### src/rtl/fpu_me_wb_regfile_if.sv
// rtl/fpu_me_wb_regfile_if.sv - ME/WB stage bus: ME inputs, forwarding read ports, WB state
interface fpu_me_wb_regfile_if #(
  parameter int DSIZE = 32,
  parameter int ASIZE = 5,
  parameter int CSIZE = 16
);
  logic             me_valid;
  logic [DSIZE-1:0] me_result;
  logic [ASIZE-1:0] me_rd_addr;
  logic             stall;
  logic [ASIZE-1:0] rs1_addr;
  logic [ASIZE-1:0] rs2_addr;
  logic [DSIZE-1:0] rs1_data;
  logic [DSIZE-1:0] rs2_data;
  logic             wb_valid;
  logic [DSIZE-1:0] wb_result;
  logic [ASIZE-1:0] wb_rd_addr;
  logic [CSIZE-1:0] retire_count;

  modport master (
    output me_valid, me_result, me_rd_addr, stall, rs1_addr, rs2_addr,
    input  rs1_data, rs2_data, wb_valid, wb_result, wb_rd_addr, retire_count
  );

  modport slave (
    input  me_valid, me_result, me_rd_addr, stall, rs1_addr, rs2_addr,
    output rs1_data, rs2_data, wb_valid, wb_result, wb_rd_addr, retire_count
  );
endinterface

### src/rtl/fpu_me_wb_regfile.sv
// rtl/fpu_me_wb_regfile.sv - FPU ME/WB stage with register file commit and operand forwarding
module fpu_me_wb_regfile #(
  parameter int DSIZE = 32,
  parameter int ASIZE = 5,
  parameter int CSIZE = 16
) (
  input  logic                 clk_i,
  input  logic                 rst_i,
  fpu_me_wb_regfile_if.slave   bus
);
  localparam int DEPTH = 2 ** ASIZE;

  logic             wb_valid_q, wb_valid_d;
  logic [DSIZE-1:0] wb_result_q, wb_result_d;
  logic [ASIZE-1:0] wb_rd_addr_q, wb_rd_addr_d;
  logic [CSIZE-1:0] retire_q, retire_d;
  logic             commit;
  logic [DSIZE-1:0] regs_q [DEPTH];

  // Commit uses the WB contents from before the edge, so a stalled result retires exactly once.
  always_comb begin
    commit       = wb_valid_q && !bus.stall;
    wb_valid_d   = wb_valid_q;
    wb_result_d  = wb_result_q;
    wb_rd_addr_d = wb_rd_addr_q;
    if (!bus.stall) begin
      wb_valid_d   = bus.me_valid;
      wb_result_d  = bus.me_result;
      wb_rd_addr_d = bus.me_rd_addr;
    end
    retire_d = commit ? retire_q + CSIZE'(1) : retire_q;
  end

  always_ff @(posedge clk_i or posedge rst_i) begin
    if (rst_i) begin
      wb_valid_q   <= 1'b0;
      wb_result_q  <= '0;
      wb_rd_addr_q <= '0;
      retire_q     <= '0;
      for (int i = 0; i < DEPTH; i++) begin
        regs_q[i] <= '0;
      end
    end else begin
      wb_valid_q   <= wb_valid_d;
      wb_result_q  <= wb_result_d;
      wb_rd_addr_q <= wb_rd_addr_d;
      retire_q     <= retire_d;
      if (commit) begin
        regs_q[wb_rd_addr_q] <= wb_result_q;
      end
    end
  end

  // Youngest producer wins: ME, then WB, then the committed register file.
  assign bus.rs1_data = (bus.me_valid && bus.rs1_addr == bus.me_rd_addr) ? bus.me_result :
                        (wb_valid_q && bus.rs1_addr == wb_rd_addr_q)     ? wb_result_q   :
                        regs_q[bus.rs1_addr];
  assign bus.rs2_data = (bus.me_valid && bus.rs2_addr == bus.me_rd_addr) ? bus.me_result :
                        (wb_valid_q && bus.rs2_addr == wb_rd_addr_q)     ? wb_result_q   :
                        regs_q[bus.rs2_addr];

  assign bus.wb_valid     = wb_valid_q;
  assign bus.wb_result    = wb_result_q;
  assign bus.wb_rd_addr   = wb_rd_addr_q;
  assign bus.retire_count = retire_q;
endmodule

### src/flat_wrapper.sv
// flat-port wrapper written by rule: the top's interface ports become plain ports
module fpu_me_wb_regfile_flat 
#(
  parameter int DSIZE = 32,
  parameter int ASIZE = 5,
  parameter int CSIZE = 16
)
  (clk_i, rst_i, bus_me_valid, bus_me_result, bus_me_rd_addr, bus_stall, bus_rs1_addr, bus_rs2_addr, bus_rs1_data, bus_rs2_data, bus_wb_valid, bus_wb_result, bus_wb_rd_addr, bus_retire_count);
  fpu_me_wb_regfile_if #(.DSIZE(DSIZE), .ASIZE(ASIZE), .CSIZE(CSIZE)) bus_i ();
  input  logic clk_i;
  input  logic rst_i;
  input wire logic [$bits(bus_i.me_valid)-1:0] bus_me_valid;
  input wire logic [$bits(bus_i.me_result)-1:0] bus_me_result;
  input wire logic [$bits(bus_i.me_rd_addr)-1:0] bus_me_rd_addr;
  input wire logic [$bits(bus_i.stall)-1:0] bus_stall;
  input wire logic [$bits(bus_i.rs1_addr)-1:0] bus_rs1_addr;
  input wire logic [$bits(bus_i.rs2_addr)-1:0] bus_rs2_addr;
  output wire logic [$bits(bus_i.rs1_data)-1:0] bus_rs1_data;
  output wire logic [$bits(bus_i.rs2_data)-1:0] bus_rs2_data;
  output wire logic [$bits(bus_i.wb_valid)-1:0] bus_wb_valid;
  output wire logic [$bits(bus_i.wb_result)-1:0] bus_wb_result;
  output wire logic [$bits(bus_i.wb_rd_addr)-1:0] bus_wb_rd_addr;
  output wire logic [$bits(bus_i.retire_count)-1:0] bus_retire_count;
  assign bus_i.me_valid = bus_me_valid;
  assign bus_i.me_result = bus_me_result;
  assign bus_i.me_rd_addr = bus_me_rd_addr;
  assign bus_i.stall = bus_stall;
  assign bus_i.rs1_addr = bus_rs1_addr;
  assign bus_i.rs2_addr = bus_rs2_addr;
  assign bus_rs1_data = bus_i.rs1_data;
  assign bus_rs2_data = bus_i.rs2_data;
  assign bus_wb_valid = bus_i.wb_valid;
  assign bus_wb_result = bus_i.wb_result;
  assign bus_wb_rd_addr = bus_i.wb_rd_addr;
  assign bus_retire_count = bus_i.retire_count;
  fpu_me_wb_regfile #(.DSIZE(DSIZE), .ASIZE(ASIZE), .CSIZE(CSIZE)) u_core (.clk_i(clk_i), .rst_i(rst_i), .bus(bus_i));
endmodule
### config.mk
export PLATFORM = sky130hd
export DESIGN_NAME = fpu_me_wb_regfile_flat
export DESIGN_NICKNAME = d
export VERILOG_FILES = /design/src/rtl/fpu_me_wb_regfile_if.sv /design/src/rtl/fpu_me_wb_regfile.sv /design/src/flat_wrapper.sv
export SDC_FILE = /design/constraint.sdc
export NUM_CORES = 2
export LEC_CHECK = 0
export CORE_AREA = 2 2 358 325
export CTS_BUF_LIST = sky130_fd_sc_hd__clkbuf_4
export CTS_CLUSTER_SIZE = 20
export DETAILED_ROUTE_END_ITERATION = 12
export DIE_AREA = 0 0 360 327
export GPL_ROUTABILITY_DRIVEN = 0
export HOLD_SLACK_MARGIN = 0.15
export PLACE_DENSITY = 0.75
export SYNTH_ARGS = -nofsm -noshare
export SYNTH_HDL_FRONTEND = slang
export SYNTH_SLANG_ARGS = --single-unit
### constraint.sdc
create_clock -name clk_i -period 113.6 [get_ports clk_i]
set_input_delay 22.72 -clock clk_i [delete_from_list [all_inputs] [get_ports clk_i]]
set_output_delay 22.72 -clock clk_i [all_outputs]
set_load 0.005 [all_outputs]
==> results.sh <==
export IMPL_viasPerCell=6.80
export IMPL_die_w_um=360
export IMPL_antenna_found_initial=3
export IMPL_synth_avg_cell_area_um2=14.9
export IMPL_synthCells=3882
export IMPL_finalSetupViolCount=0
export IMPL_cts_root_buf="clkbuf_4"
export IMPL_cts_resized=0
export IMPL_power_w=0.00113
export IMPL_hold_violations=0
export IMPL_dp_hpwl_mm=93.8
export IMPL_grt_pass1_vias=39700
export IMPL_cts_tree="done"
export IMPL_final_nets=4089
export IMPL_synth_seq_cells=1078
export IMPL_reg2reg_to="u_core.regs_q[585]"
export IMPL_syn_area_mm2=0.0578
export IMPL_worst_pin_slew_ns=1.26
export IMPL_critPathLaunchType="primary input"
export IMPL_die_area_mm2=0.118
export IMPL_initial_utilization_pct=50.6
export IMPL_muxShareOfSynthArea_pct=42.8
export IMPL_yosys_cell_count_top_type="dfrtp_1"
export IMPL_clock_sinks=1078
export IMPL_drv_slew=0
export IMPL_finClkSkew_ns=0.0762
export IMPL_yosysTopAreaCell="dfrtp_1"
export IMPL_cts_clk_slew_worst_paths_ns=0.06
export IMPL_ys_types=60
export IMPL_criticalPathCategory="in -> out"
export IMPL_end_kind="output port"
export IMPL_synth_compound_area_share_pct=4.16
export IMPL_placed_cells=5238
export IMPL_synth_simple_area_share_pct=2.32
export IMPL_areaGrowthSynthToFinish_pct=10.4
export IMPL_overflow=0
export IMPL_cts_setup_buffers=0
export IMPL_rrSetupSlack_ns=110.09
export IMPL_cp_required_ns=90.88
export IMPL_cts_made_buffers=297
export IMPL_yosysWarnings=0
export IMPL_worstPathMaxFanout=115
export IMPL_num_vias=39000
export IMPL_min_delay_start="u_core.bus.retire_count[15]"
export IMPL_slew_headroom_pct=15.8
export IMPL_row_count=118
export IMPL_drc=0
export IMPL_rr_worst_depth=6
export IMPL_yosysSeqAreaShare_pct=46.7
export IMPL_syn_nets=3934
export IMPL_fin_setup_tns_ns=0
export IMPL_period_needed_ns=49.93
export IMPL_worstSkewPairLatency_ns=1.24
export IMPL_synthTopCellsByArea="dfrtp_1 (47%), mux4_2 (20%), mux2_2 (19%), mux2i_1 (3.6%), a22oi_1 (1.4%)"
export IMPL_status="finished, final reports clean"
export IMPL_drt_initial_drc_count=4693
export IMPL_synth_xor_xnor_area_share_pct=0.530
export IMPL_startpoint="bus_rs1_addr[0]"
export IMPL_post_drt_wl_per_cell_um=31.0
export IMPL_rr_startpoint="u_core.bus.wb_valid"
export IMPL_synth_commonest_cells="dfrtp_1 (1078), mux2_2 (996), mux4_2 (503)"
export IMPL_dieHeight_um=327
export IMPL_grt_pass1_wl_mm=264
export IMPL_p_leak_nw=28.5
export IMPL_io_pins=169
export IMPL_synth_top_family_by_area="multiplexers"
export IMPL_synth_adder_area_share_pct=0.0217
export IMPL_routed_wl_mm=178
export IMPL_ant_nets=0
export IMPL_whs_path_depth=1
export IMPL_max_cap_violations=0
export IMPL_rsz0062_at_grt="false"
export IMPL_cts_max_level=5
export IMPL_portBuffers=168
export IMPL_drive_above_1_share_pct=49.2
export IMPL_fmax_mhz=20.0
export IMPL_synthArstFlopShare_pct=100
export IMPL_synth_top_flop_cell="dfrtp_1"
export IMPL_yosysTopAreaCellShare_pct=46.7
export IMPL_clockBufferDepth=4
export IMPL_synth_edff_count=0
export IMPL_timing_final_crit_share_pct=44.0
export IMPL_peakVddDrop_uv=9.95
export IMPL_hold_buffers=0
export IMPL_hold_path_class="reg -> reg"
export IMPL_min_to="u_core.bus.retire_count[15]"
export IMPL_core_area_mm2=0.114
export IMPL_grt_max_degree=116
export IMPL_arrival_ns=27.21
export IMPL_grt_usage_pct=30.4
export IMPL_first_pass_iters=6
export IMPL_finalNonFillerCells=5726
export IMPL_powerDensity_mw_per_mm2=17.8
[critical path, cell delays in order]
cell	delay, ns
buf_8	0.64
buf_12	0.76
buf_4	0.78
mux2i_1	0.19
a221o_1	0.39
nand2b_1	0.15
a31oi_1	0.18
nor4b_1	0.07
a221oi_1	0.43
clkdlybuf4s50_1	0.60
[kinds of logic after synthesis]
group,Yosys count
multiplexers,1710
XOR/XNOR,35
adder cells (fa/ha/maj),1
AO/OA/AOI/OAI,353
AND/OR/NAND/NOR,296
buffers and inverters,409
flip-flops,1078
[area by class of cell]
cell class	instances	area (µm²)
Sequential cell	1078	27000
Clock inverter	65	329
Inverter	13	57.6
Antenna cell	8	20.0
Multi-Input combinational cell	2395	29100
Clock buffer	415	3120
Timing Repair Buffer	252	2350
Tap cell	1500	1880
Fill cell	9098	50300
[layout by cell type, fill, tap and decap left out, types with 8 or more instances in the layout]
master and count:
a21oi_1 11, a221o_1 10, a221oi_1 50, a22oi_1 106
a31oi_1 10, a32oi_1 9, buf_4 82, clkbuf_4 415
clkdlybuf4s50_1 159, clkinv_1 53, dfrtp_1 1078, diode_2 8
inv_1 9, mux2_2 996, mux2i_1 206, mux4_2 503
nand2_1 143, nand2_4 11, nand2b_1 8, nand3_1 19
nor2_1 27, nor2_4 19, nor2b_1 11, nor4_1 8
o21ai_0 130, xnor2_1 15, xor2_1 20
[state kept, by name (all words and copies together), names as in the netlist]
register	count
u_core.bus.retire_count	16
u_core.bus.wb_rd_addr	5
u_core.bus.wb_result	32
u_core.bus.wb_valid	1
u_core.regs_q	1024
[worst max path at each step]
stage                                      end  slack (ns)
floorplan           u_core.bus.retire_count[0]       60.53
global placement              bus_rs2_data[29]       63.56
detailed placement            bus_rs1_data[31]       63.57
CTS                           bus_rs1_data[31]       63.54
global route                  bus_rs2_data[29]       63.27
finish                        bus_rs1_data[31]       63.67
[stage by stage]
stage	worst slack [ns]	utilization, %	area (µm²)	hold slack [ns]
2_1_floorplan	60.53	-	57800	0.461
3_3_place_gp	63.56	52.9	60300	0.459
3_5_place_dp	63.57	52.9	60300	0.483
4_1_cts	63.54	55.9	63800	0.492
5_1_grt	63.27	55.9	63800	0.504
6_report	63.67	55.9	63800	0.483
[layer usage]
metal  track usage [%]  part of all wire (%)  up-vias
met5                 0                     0        -
met4              12.0                   3.9        0
met3              8.25                    10      461
met2              45.5                    45     2217
met1              42.5                    41    20800
li1                  -                     -    15500
[report_power, final]
group / leakage [nW] / internal (W) / switching (W)
Sequential: 14.3 / 0.000469 / 0.0000719
Clock: 2.07 / 0.000174 / 0.000162
Combinational: 12.1 / 0.000161 / 0.0000959
Power figures use the tool's default switching activity.
